## src/rtl/jtframe_rom_nslot.sv

```systemverilog
// N-slot SDRAM ROM read arbiter: per-slot one-word tag/data buffers in front of a
// single SDRAM read channel, fixed-priority or round-robin grant.

module jtframe_rom_nslot_lane #(
  parameter int          AW     = 18,
  parameter bit          DW8    = 1'b0,
  parameter logic [21:0] OFFSET = '0
)(
  input  logic          clk,
  input  logic          rst,
  input  logic          downloading,
  input  logic          cs,
  input  logic [AW-1:0] addr,
  input  logic          fill,
  input  logic [AW-1:0] fill_wa,
  input  logic [15:0]   fill_data,
  output logic          pend,
  output logic [AW-1:0] wa,
  output logic [21:0]   sa,
  output logic          ok,
  output logic [15:0]   dout
);
  logic [AW-1:0] tag;
  logic [15:0]   data;
  logic          valid;
  logic          hit;
  logic [15:0]   sel_data;

  // 8-bit slots address bytes; the buffer always holds one 16-bit SDRAM word
  assign wa   = DW8 ? (addr >> 1) : addr;
  assign sa   = OFFSET + 22'(wa);
  assign hit  = cs & valid & (tag == wa);
  assign pend = cs & ~hit;

  always_comb begin
    sel_data = data;
    if (DW8) sel_data = {8'd0, addr[0] ? data[15:8] : data[7:0]};
  end

  always_ff @(posedge clk or posedge rst) begin
    if (rst) begin
      tag   <= '0;
      data  <= '0;
      valid <= 1'b0;
      ok    <= 1'b0;
      dout  <= '0;
    end else begin
      ok   <= hit & ~downloading;
      dout <= sel_data;
      if (downloading) begin
        valid <= 1'b0;
      end else if (fill) begin
        tag   <= fill_wa;
        data  <= fill_data;
        valid <= 1'b1;
      end
    end
  end
endmodule

module jtframe_rom_nslot #(
  parameter int                  SLOTS   = 4,
  parameter int                  AW      = 18,
  parameter logic [SLOTS-1:0]    DW8     = '0,
  parameter logic [SLOTS*22-1:0] OFFSETS = '0,
  parameter int                  RR      = 0
)(
  input  logic                      clk,
  input  logic                      rst,
  input  logic                      downloading,
  input  logic [SLOTS-1:0]          slot_cs,
  input  logic [SLOTS-1:0][AW-1:0]  slot_addr,
  output logic [SLOTS-1:0]          slot_ok,
  output logic [SLOTS-1:0][15:0]    slot_dout,
  output logic                      sdram_rd,
  output logic [21:0]               sdram_addr,
  input  logic                      sdram_ack,
  input  logic                      data_rdy,
  input  logic [15:0]               data_read
);
  localparam int IW = SLOTS > 1 ? $clog2(SLOTS) : 1;

  typedef enum logic [1:0] { IDLE, WAIT_ACK, WAIT_DATA } state_t;

  typedef struct packed {
    logic [IW-1:0] slot;
    logic [AW-1:0] wa;
  } req_t;

  state_t                   state, state_nx;
  req_t                     req, req_nx;
  logic [IW-1:0]            ptr, ptr_nx;
  logic [IW-1:0]            win;
  logic                     found;
  logic                     rd_nx;
  logic [21:0]              addr_nx;
  logic                     fill;
  logic [SLOTS-1:0]         pend;
  logic [SLOTS-1:0][AW-1:0] wa_all;
  logic [SLOTS-1:0][21:0]   sa_all;

  genvar i;
  generate
    for (i = 0; i < SLOTS; i++) begin : g_lane
      jtframe_rom_nslot_lane #(
        .AW     (AW),
        .DW8    (DW8[i]),
        .OFFSET (OFFSETS[i*22 +: 22])
      ) u_lane (
        .clk         (clk),
        .rst         (rst),
        .downloading (downloading),
        .cs          (slot_cs[i]),
        .addr        (slot_addr[i]),
        .fill        (fill && (req.slot == IW'(i))),
        .fill_wa     (req.wa),
        .fill_data   (data_read),
        .pend        (pend[i]),
        .wa          (wa_all[i]),
        .sa          (sa_all[i]),
        .ok          (slot_ok[i]),
        .dout        (slot_dout[i])
      );
    end
  endgenerate

  // Winner selection: highest pending index, or first pending at/after ptr
  always_comb begin
    int j;
    win   = '0;
    found = 1'b0;
    j     = 0;
    if (RR == 0) begin
      for (int k = 0; k < SLOTS; k++)
        if (pend[IW'(k)]) begin
          win   = IW'(k);
          found = 1'b1;
        end
    end else begin
      for (int k = 0; k < SLOTS; k++) begin
        j = int'(ptr) + k;
        if (j >= SLOTS) j = j - SLOTS;
        if (!found && pend[IW'(j)]) begin
          win   = IW'(j);
          found = 1'b1;
        end
      end
    end
  end

  always_comb begin
    state_nx = state;
    req_nx   = req;
    ptr_nx   = ptr;
    rd_nx    = sdram_rd;
    addr_nx  = sdram_addr;
    fill     = 1'b0;
    if (downloading) begin
      state_nx = IDLE;
      rd_nx    = 1'b0;
    end else begin
      case (state)
        IDLE: if (found) begin
          rd_nx       = 1'b1;
          addr_nx     = sa_all[win];
          req_nx.slot = win;
          req_nx.wa   = wa_all[win];
          state_nx    = WAIT_ACK;
          if (RR != 0 && SLOTS > 1)
            ptr_nx = (win == IW'(SLOTS-1)) ? '0 : win + 1'b1;
        end
        WAIT_ACK: if (sdram_ack) begin
          rd_nx    = 1'b0;
          state_nx = WAIT_DATA;
        end
        WAIT_DATA: if (data_rdy) begin
          fill     = 1'b1;
          state_nx = IDLE;
        end
        default: state_nx = IDLE;
      endcase
    end
  end

  always_ff @(posedge clk or posedge rst) begin
    if (rst) begin
      state      <= IDLE;
      req        <= '0;
      ptr        <= '0;
      sdram_rd   <= 1'b0;
      sdram_addr <= '0;
    end else begin
      state      <= state_nx;
      req        <= req_nx;
      ptr        <= ptr_nx;
      sdram_rd   <= rd_nx;
      sdram_addr <= addr_nx;
    end
  end
endmodule

```

## config.mk

```make
export PLATFORM = sky130hd
export DESIGN_NAME = jtframe_rom_nslot
export DESIGN_NICKNAME = d
export VERILOG_FILES = /design/src/rtl/jtframe_rom_nslot.sv
export SDC_FILE = /design/constraint.sdc
export NUM_CORES = 1
export LEC_CHECK = 0
export ABC_AREA = 1
export CORE_AREA = 2 2 120 122
export DETAILED_ROUTE_END_ITERATION = 6
export DIE_AREA = 0 0 122 124
export DONT_BUFFER_PORTS = 1
export HOLD_SLACK_MARGIN = 0.03
export PLACE_DENSITY = 0.58
export SYNTH_ARGS = -nofsm -noshare
export SYNTH_HDL_FRONTEND = slang
export SYNTH_SLANG_ARGS = --single-unit
```

## constraint.sdc

```tcl
create_clock -name clk -period 5.8 [get_ports clk]
set_input_delay 1.45 -clock clk [delete_from_list [all_inputs] [get_ports clk]]
set_output_delay 1.45 -clock clk [all_outputs]
set_load 0.05 [all_outputs]
```

Yosys cells after proc, flatten, opt, wreduce, memory -nomap -nowiden

Index checks and enable logic that the tools add are counted.

Input port bits: 97
Register bits after elaboration: 253
Word-level logic and storage cells: 100
Output and inout bits: 91

Eq/ne operators: 12
$lt $le $gt $ge: 1
Reductions and logical operators: 18
Bitwise logic cells: 17
Muxes and demuxes: 27

Operator list:

| operator                                           | number |
|---|---|
| == test 18 bit                                     | 4 |
| binary-select mux 22 bit (select 2 bit)            | 1 |
| binary-select mux 18 bit (select 2 bit)            | 1 |
| 2-to-1 mux 22 bit                                  | 1 |
| 2-to-1 mux 18 bit                                  | 1 |
| 2-to-1 mux 1 bit                                   | 17 |
| AND 1 bit                                          | 14 |
| != test 3 bit, second input constant               | 3 |
| AND reduction 3 bit                                | 3 |
| 2-to-1 mux 2 bit                                   | 4 |
| AND reduction 2 bit                                | 4 |
| nonzero test 2 bit                                 | 4 |
| == test 2 bit, second input constant               | 3 |
| case mux 2 bit (3 select lines)                    | 1 |
| == test 2 x 1 -> 1 bit, second input constant      | 2 |
| logical AND 1 bit                                  | 4 |
| logical NOT 2 bit                                  | 2 |
| < comparator 1 x 3 -> 1 bit, second input constant | 1 |
| inverter 1 bit                                     | 3 |
| nonzero test 3 bit                                 | 1 |
| case mux 1 bit (2 select lines)                    | 1 |

Depth between registers and ports, before layout

Gate-level depths: netlist (run 1).

Depth in word-level cells: 9
Depth in mapped cells: 13
Mapped depth without buffers: 12

Modules after synthesis

From an unflattened synthesis (run 1), not the netlist that was laid out.

Cells, all modules: 1,429
Area, all modules: 12,425.7 µm²

By module, submodules not included:

| module                 | area each (µm²) | sequential area each (µm²) | instances | cells an instance |
|---|---|---|---|---|
| jtframe_rom_nslot_lane | 2,541.2         | 1,301.2                    | 4         | 275 |
| jtframe_rom_nslot      | 2,260.9         | 1,101.1                    | 1         | 329 |

Worst setup path before layout (run 1)

OpenSTA, ideal clock, no wires.

Path kind: input port to flip-flop
From: input port slot_addr[35] (netlist bit)
To: register sdram_addr[11]
Setup slack: 3,190 ps
Arrival: 2,489 ps
Buffers on the path: 1
Stages on the path: 11
Data required time: 5,679 ps
Library setup time: 121 ps
Path through: inv_1 -> nor2_1 -> nor2_1 -> nand3_1 -> nor2_2 -> nand3_4 -> nand2_2 -> nand2_4 -> nand2_4 -> buf_4 -> o21ai_1

Longest elaborated chain between the ends: 7
Elaborated cells on any way between the ends: 9
Those cells by class: 1 x eq/ne; 4 x mux; 3 x bitwise; 1 x reduce/logical

Ends and longest elaborated chain:

| what                                    | RTL line | text |
|---|---|---|
| from (decl)                             | 72       | `input logic [SLOTS-1:0][AW-1:0] slot_addr,` |
| == test 18 bit (*)                      | 32       | `assign hit = cs & valid & (tag == wa);` |
| AND 1 bit (*)                           | 32       |  |
| inverter 1 bit (*)                      | 33       | `assign pend = cs & ~hit;` |
| AND 1 bit (*)                           | 33       |  |
| 2-to-1 mux 1 bit                        | 135      | `if (pend[IW'(k)]) begin` |
| binary-select mux 22 bit (select 2 bit) | 165      | `addr_nx = sa_all[win];` |
| 2-to-1 mux 22 bit (implied by the code) | 165      |  |
| to (signal assigned)                    | 197      | `sdram_addr <= addr_nx;` |
| to (decl)                               | 76       | `output logic [21:0] sdram_addr,` |

Every way passes the cells marked *; elsewhere a longest branch is shown, timed or not. The select of a mux whose other input is x is not followed.
A chain may end at the register's enable or synchronous reset.

Worst setup path after layout (run 1)

From: input port slot_addr[28] (netlist bit)
To: register state[0]

Longest elaborated chain between the ends: 7

Ends and longest elaborated chain:

| what                          | RTL line | text |
|---|---|---|
| == test 18 bit                | 32       |  |
| AND 1 bit                     | 32       |  |
| inverter 1 bit                | 33       |  |
| AND 1 bit                     | 33       |  |
| 2-to-1 mux 1 bit              | 135      |  |
| != test 3 bit (no line)       | --       |  |
| AND reduction 3 bit (no line) | --       |  |
| to (signal assigned)          | 193      | `state <= state_nx;` |
| to (decl)                     | 90       | `state_t state, state_nx;` |

No other way between the ends.

==> out/results.ini, run 1 <==
[hold_path]
min_from=g_lane[0].u_lane.data[14]
worstHoldPathType=register to register

[cts]
cts_hold_buf=0
clock-sinks=126
postCtsResizedCells=0
path_clk_slew_ns=0.06
cts_max_level=4
root_buffer=clkbuf_16
cts-buffers-inserted=17
postCtsSetupBuffers=0
clkLatencyLatePin_ns=0.42
cts_tree=yes
cts_max_path_buffers=2

[synth]
synth_edf_count=0
synth_warnings=0
synth_seq_cells=126
synth.largest_area_cell=dfrtp_1
yosys_most_used_dff=dfrtp_1
async_reset_ff_share_pct=100
netlist.area_leader.share_pct=53.0
yosys-top-cells-area=dfrtp_1 (53%), nand2_1 (15%), buf_4 (7.7%), inv_1 (6.3%), o21ai_0 (6.1%)
synth.yosys.seq_area_share_pct=53.0
ys_types=29
synth_cells=732
yosys-top-cells-count=nand2_1 (234), dfrtp_1 (126), inv_1 (100)
yosysMostFrequentCell=nand2_1
syn_area_um2=5940
avgSynthCellArea_um2=8.12

[die]
io_pins=188
num_rows=43
fp.dieW_um=122
core_um2=13700
die_h_um=124
die_area_um2=15100
initial_core_util_pct=43.3

[grt]
first_global_vias=4394
antenna_found_initial=0
grt_use_total_pct=19.8
overflow=0
grt_max_degree=80
grt_pass1_wl_mm=22.7

[power]
finalPower_uw=3460
irDropWorstVdd_uv=184
power_density_nw_per_um2=546
leakage_uw=0.00336

[timing]
finClkSkew_ns=0.00832
setup_viol=0
hold_violations=0
rsz0062_at_grt=no
tns_ns=0
slew_violations=0
tightest_slew_ns=1.18
max-slew-margin-rel_pct=21.1
fin_crit_sh_pct=55.9
fmax_ghz=0.308
final.min_clock_period_ns=3.24

[detailed_routing]
wl_per_cell_um=15.4
via_per_inst=4.82
drc=0
first_pass_iters=5
first_iter_violations=351
ant_nets=0
wirelength_mm=13.9
vias=4351

[critical_path]
required_ns=6.08
startpoint=slot_addr[28]
start_kind=primary input
path_class=primary input to register
arrival_ns=3.53
worstSetupEndpointType=register
timing.rr.start=g_lane[1].u_lane.tag[10]
worstPathMaxFanout=34

[outcome]
outcome=completed

[cells_and_area]
final_util_pct=46.2
antenna_cells=0
final_nets=807
syn2layout_area_growth_pct=6.52
layout-drive-gt1-share_pct=6.22

[placement]
routabilityCongestion=0.919
portBuffers=0
dp_hpwl_mm=9.66

[flow_run]
drv_cap=0

==> sequential cells by signal, indices dropped and copies added (netlist names) <==
signal	flops
g_lane.u_lane.valid	2
sdram_rd	1
g_lane.u_lane.dout	32
req	1
sdram_addr	18
g_lane.u_lane.ok	2
g_lane.u_lane.data	32
g_lane.u_lane.tag	36
state	2
==> logic make-up (layout without fill, tap and decap cells) <==
family	Yosys count	after routing	synth area share [%]
AO/OA/AOI/OAI	87	87	7.39
buffers and inverters	181	135	15.6
flip-flops	126	126	53.0
AND/OR/NAND/NOR	333	333	23.4
XOR/XNOR	4	4	0.589
other	1	38	0.0631
==> cell type report <==
type                            count  area (um2)
Sequential cell                   126        3150
Inverter                          101         382
Clock buffer                       20         457
Multi-Input combinational cell    462        2010
Clock inverter                     12        90.1
Fill cell                        1342        7390
Timing Repair Buffer                2        15.0
Tap cell                          180         225
==> per-layer routing <==
layer,routed length [um],up-vias,global-route usage (%)
met3,1040,22,7.19
met1,5770,2043,23.8
met2,6810,161,32.4
met5,0,-,0
li1,-,2125,-
met4,292,0,8.26
==> power by group <==
part	internal [uW]	switching [uW]
Combinational	198	381
Sequential	1200	694
Clock	569	409
Total	1970	1480
==> critical path, cell delays in order <==
cell and delay (ns):
xnor2_1 0.31, nand3_1 0.12, nor2_1 0.19, nand3_4 0.28
nand2_2 0.50, nand2_4 0.18, nand2_4 0.34, o21ai_0 0.15
==> stage by stage <==
stage	hold WS, ns	std cells	setup WS [ns]	instance area, um2
after floorplan	0.354	769	0.994	6080
after global placement	0.358	871	2.13	5790
after detailed placement	0.359	871	2.11	5790
after CTS	0.371	903	2.56	6330
after global routing	0.374	903	2.36	6330
final	0.368	903	2.56	6330
==> placed cells by master, fill, tap and decap left out <==
master,instances
a21oi_1,1
conb_1,38
o2111ai_1,1
nand3_1,30
o21ai_0,72
o21ai_1,13
clkinvlp_4,5
dfrtp_1,126
buf_4,2
nand3_4,1
nor2_2,2
nand2_2,3
nand2_1,232
nand4_1,11
xnor2_1,2
or2_1,1
clkinv_4,3
nand3b_1,1
inv_2,1
nor3_2,1
or2_2,1
inv_1,99
clkinv_2,3
inv_8,1
clkbuf_8,2
clkbuf_16,17
nor3_1,4
inv_4,1
nor2_1,39
nand2_4,2
nor4_1,3
xor2_1,2
nor4b_1,2
clkbuf_1,1
==> path summary, 6_finish.rpt <==
kind / to / slack, ns / cells past startpoint
max: state[0] / 2.56 / 8
min: g_lane[0].u_lane.dout[14] / 0.37 / 0
max reg2reg: state[0] / 3.19 / 8
min reg2reg: g_lane[0].u_lane.dout[14] / 0.37 / 0
max in group asynchronous: g_lane[1].u_lane.data[11] / 3.51 / 2
min in group asynchronous: g_lane[1].u_lane.dout[15] / 1.12 / 1
Power figures use the tool's default switching activity.
==> run 2, diff against run 1 <==
==> constraint.sdc (replaced) <==
create_clock -name clk -period 3.1 [get_ports clk]
set_input_delay 0.775 -clock clk [delete_from_list [all_inputs] [get_ports clk]]
set_output_delay 0.775 -clock clk [all_outputs]
set_load 0.05 [all_outputs]
==> out/results.ini, run 2 (synthesized netlist as in run 1, its figures left out) <==
[placement]
place_area_um2=5840  ; +1.0%
routabilityCongestion=1.00  ; +8.8%
portBuffers=0  ; unchanged
dp_hpwl_mm=10.2  ; +5.5%

[cells_and_area]
final_nets=813  ; +0.74%
multi_input_area_um2=2010  ; unchanged
largest_register_ffs=36  ; unchanged
n_fill_cell=1349  ; +0.52%
design_area_um2=6430  ; +1.6%
top_register=g_lane.u_lane.tag
final_common_cell=nand2_1
syn2layout_area_growth_pct=8.23
layout_common_cells=nand2_1 (232), dfrtp_1 (126), inv_1 (99), o21ai_0 (72), nor2_1 (39)
top_regs=g_lane.u_lane.tag (36), g_lane.u_lane.data (32), g_lane.u_lane.dout (32)
seq_area_um2=3150  ; unchanged
layout-drive-gt1-share_pct=6.73  ; +0.51 points
antenna_cells=0  ; unchanged

[grt]
grt_max_degree=43  ; -46%
grt_pass1_wl_mm=22.2  ; -1.9%
grt_use_total_pct=19.4  ; -0.41 points
first_global_vias=4361  ; -0.75%
overflow=0  ; unchanged
antenna_found_initial=0  ; unchanged

[flow_run]
drv_cap=0  ; unchanged

[outcome]
outcome=completed

[power]
power_density_nw_per_um2=1030  ; +89%
leakage_uw=0.00342  ; +1.7%
finalPower_uw=6620  ; +92%
irDropWorstVdd_uv=439  ; +140%

[die]
die_area_um2=15100  ; unchanged
initial_core_util_pct=43.3  ; unchanged
num_rows=43  ; unchanged
die_h_um=124  ; unchanged
io_pins=188  ; unchanged
fp.dieW_um=122  ; unchanged
core_um2=13700  ; unchanged

[critical_path]
worstPathMaxFanout=20  ; -41%
required_ns=3.40  ; -2.68 ns
start_kind=register
arrival_ns=2.18  ; -1.35 ns
worstSetupEndpointType=register
path_class=register to register

[detailed_routing]
wl_per_cell_um=15.1  ; -1.9%
wirelength_mm=13.7  ; -1.4%
first_pass_iters=5  ; unchanged
vias=4331  ; -0.46%
ant_nets=0  ; unchanged
first_iter_violations=265  ; -25%
via_per_inst=4.77  ; -1.0%
drc=0  ; unchanged

[cts]
path_clk_slew_ns=0.05  ; about the same
clkLatencyLatePin_ns=0.41  ; about the same
cts_max_level=4  ; unchanged
cts_hold_buf=0  ; unchanged
postCtsResizedCells=0  ; unchanged
root_buffer=clkbuf_16
cts_max_path_buffers=2  ; unchanged
postCtsSetupBuffers=0  ; unchanged
cts_tree=yes
clock-sinks=126  ; unchanged
cts-buffers-inserted=17  ; unchanged

[timing]
finClkSkew_ns=0.0116  ; +0.00326 ns
hold_violations=0  ; unchanged
max-slew-margin-rel_pct=60.0  ; +39 points
rsz0062_at_grt=no
final.min_clock_period_ns=1.88
fin_crit_sh_pct=60.8
fmax_ghz=0.531
tns_ns=0  ; unchanged
slew_violations=0  ; unchanged
tightest_slew_ns=0.597  ; -0.583 ns
setup_viol=0  ; unchanged

[hold_path]
worstHoldPathType=primary input to asynchronous set/reset pin

==> run 2: path summary, 6_finish.rpt <==
| check | end | slack (ns) | cells past startpoint | startpoint |
|---|---|---|---|---|
| setup / recovery | state[1] | 1.22 | 9 | g_lane[1].u_lane.tag[10] |
| hold / removal | g_lane[0].u_lane.dout[3] | 0.15 | 1 | rst |
| setup reg to reg | state[1] | 1.22 | 9 | g_lane[1].u_lane.tag[10] |
| hold reg to reg | g_lane[0].u_lane.dout[0] | 0.37 | 0 | g_lane[0].u_lane.data[0] |
| max in group asynchronous | g_lane[1].u_lane.tag[10] | 2.17 | 2 | rst |
| min in group clk | g_lane[0].u_lane.dout[0] | 0.37 | 0 | g_lane[0].u_lane.data[0] |
==> run 2: through the flow <==
stage / util, % / hold WS, ns / std cells / worst slack (ns)
2_1_floorplan: - / 0.354 / 769 / 0.772
3_3_place_gp: 42.6 / 0.359 / 877 / 0.809
3_5_place_dp: 42.6 / 0.359 / 877 / 0.810
4_1_cts: 46.9 / 0.139 / 908 / 1.19
5_1_grt: 46.9 / 0.140 / 908 / 1.02
6_report: 46.9 / 0.153 / 908 / 1.22
==> run 2: where the power goes <==
part | total, uW | switching (uW) | internal [uW]
logic | 1080 | 702 | 375
registers | 3560 | 1310 | 2250
clock network | 1990 | 709 | 1280
total | 6620 | 2720 | 3910
==> run 2: cell type report <==
class                      count  share of cell area, %
timing repair buffer           8                   1.13
sequential                   126                   49.0
inverter                     101                   5.95
multi-input combinational    462                   31.3
clock inverter                11                   2.22
tap                          180                   3.50
clock buffer                  20                   6.94
==> run 2: worst max-delay path, stage by stage (launching register included) <==
cell and delay, ns:
dfrtp_1 0.38, xnor2_1 0.27, nand3_1 0.12, nor2_1 0.20
nand3_4 0.10, nand2_2 0.10, buf_4 0.27, nand3_1 0.15
nand3b_1 0.13, nand2_1 0.05
==> run 2: metal layers <==
metal  part of all wire [%]  track usage, %
met1                     43            23.7
met2                     48            31.7
met3                    7.8            7.51
met4                   0.77            6.47
met5                      0               0
==> run 3, diff against run 2 <==
==> constraint.sdc (replaced) <==
create_clock -name clk -period 1.8 [get_ports clk]
set_input_delay 0.45 -clock clk [delete_from_list [all_inputs] [get_ports clk]]
set_output_delay 0.45 -clock clk [all_outputs]
set_load 0.05 [all_outputs]
==> out/results.ini, run 3 (synthesized netlist as in run 1, its figures left out) <==
[grt]
grt_max_degree=85  ; +98%
overflow=0  ; unchanged
first_global_vias=4430  ; +1.6%
grt_pass1_wl_mm=22.3  ; +0.13%
antenna_found_initial=0  ; unchanged
grt_use_total_pct=19.6  ; +0.13 points

[critical_path]
worstSetupEndpointType=register
rr_worst_depth=11  ; +2
required_ns=2.13  ; -1.27 ns
arrival_ns=1.99  ; -0.19 ns
timing.rr.start=g_lane[1].u_lane.tag[10]
r2r_slack_ns=0.14  ; -1.07 ns
reg2reg_to=sdram_addr[5]
worstPathMaxFanout=16  ; -20%
path_class=register to register
start_kind=register

[cts]
cts_max_level=4  ; unchanged
path_clk_slew_ns=0.06  ; about the same
cts-buffers-inserted=17  ; unchanged
cts_tree=yes
cts_max_path_buffers=2  ; unchanged
clock-sinks=126  ; unchanged
root_buffer=clkbuf_16
clkLatencyLatePin_ns=0.41  ; about the same

[flow_run]
drv_cap=0  ; unchanged

[timing]
tightest_slew_ns=0.571  ; -0.0259 ns
tns_ns=0  ; unchanged
rsz0062_at_grt=no
fmax_ghz=0.603  ; +14%
fin_crit_sh_pct=92.1  ; +31 points
setup_viol=0  ; unchanged
max-slew-margin-rel_pct=61.9  ; +1.9 points
hold_violations=0  ; unchanged
slew_violations=0  ; unchanged
whs_ns=0.0452  ; -0.108 ns
finClkSkew_ns=0.00504  ; -0.00654 ns
final.min_clock_period_ns=1.66  ; -0.227 ns
worst_slack_ns=0.142  ; -1.07 ns

[cells_and_area]
layout_common_cells=nand2_1 (228), dfrtp_1 (126), inv_1 (99), o21ai_0 (72), conb_1 (38)
final_util_pct=47.8  ; +0.91 points
design_area_um2=6560  ; +1.9%
multi_input_area_um2=2030  ; +1.1%
largest_register_ffs=36  ; unchanged
top_register=g_lane.u_lane.tag
seq_area_um2=3150  ; unchanged
n_fill_cell=1331  ; -1.3%
top_regs=g_lane.u_lane.tag (36), g_lane.u_lane.data (32), g_lane.u_lane.dout (32)
layout-drive-gt1-share_pct=8.58  ; +1.9 points
final_common_cell=nand2_1
antenna_cells=0  ; unchanged
final_nets=818  ; +0.62%
syn2layout_area_growth_pct=10.3

[detailed_routing]
first_pass_iters=5  ; unchanged
drc=0  ; unchanged
first_iter_violations=313  ; +18%
via_per_inst=4.83  ; +1.2%
wl_per_cell_um=15.3  ; +1.2%
wirelength_mm=14.0  ; +1.9%
ant_nets=0  ; unchanged
vias=4411  ; +1.8%

[power]
leakage_uw=0.00347  ; +1.4%
power_density_nw_per_um2=1770  ; +72%
irDropWorstVdd_uv=595  ; +36%

[placement]
dp_slack_ns=0.0245  ; -0.785 ns
place_area_um2=5930  ; +1.5%
portBuffers=0  ; unchanged
routabilityCongestion=0.975  ; -2.5%
dp_hpwl_mm=9.98  ; -2.0%

[die]
die_h_um=124  ; unchanged
io_pins=188  ; unchanged
fp.dieW_um=122  ; unchanged
initial_core_util_pct=43.3  ; unchanged
core_um2=13700  ; unchanged
num_rows=43  ; unchanged
die_area_um2=15100  ; unchanged

[hold_path]
worstHoldPathType=primary input to asynchronous set/reset pin

[outcome]
outcome=completed

run 3: changes by cell type in the layout (fill, tap and decap cells not counted), moves of 2 or more:
cell        before  now
clkinvlp_4       3    5
inv_6            0    3
nor2_1          39   36
clkinv_4         2    0
nand2_1        232  228
buf_12           1    5
nand2_2          3    6
nor2_2           2    5
run 3: critical path: stages (launching register included):
cell and delay (ns):
dfrtp_1 0.39, xnor2_1 0.14, buf_4 0.14, nand3_1 0.07, nor2_1 0.18, nand3_4 0.11
nand2_4 0.11, nand2_4 0.06, nand2_4 0.08, buf_12 0.14, nand2_1 0.05, o21ai_1 0.10
run 3: cell type report:
type	instances	share of cell area, %
clock inverter	13	2.46
clock buffer	19	6.75
sequential	126	48.1
tap	180	3.43
timing repair buffer	13	2.44
inverter	101	5.84
multi-input combinational	462	31.0
run 3: how the worst max path moves through the flow:
stage,start,endpoint,depth (start not counted)
after detailed placement,slot_addr[28],sdram_addr[5],11
after CTS,g_lane[1].u_lane.tag[10],sdram_addr[5],11
after global routing,g_lane[0].u_lane.tag[3],sdram_addr[15],12
after global placement,slot_addr[28],sdram_addr[14],11
after floorplan,rst,g_lane[0].u_lane.data[0],1
final,g_lane[1].u_lane.tag[10],sdram_addr[5],11
run 3: repair_timing:
action,in CTS,in global routing
resized for setup,0,8
buffers inserted,0,0
endpoints found under the setup margin,0,22
hold buffers,0,0
run 3: metrics by stage:
step / cells / power (uW)
CTS: 914 / 11700
global route: 914 / 12300
detailed placement: 882 / 8120
floorplan: 769 / 7720
finish: 914 / 11600
global placement: 882 / 8000
run 3: metal layers:
metal	GRT usage, %	vias to the layer above	routed length, um
met4	9.12	0	153
met2	33.1	156	6920
met3	7.01	10	1110
met5	0	-	0
met1	22.1	2098	5800
li1	-	2147	-
run 3: power breakdown:
part	internal, uW	leakage, uW	switching (uW)
Sequential	3880	0.00165	2270
Combinational	697	0.00153	1240
Clock	2220	0.000286	1280
Total	6790	0.00347	4790
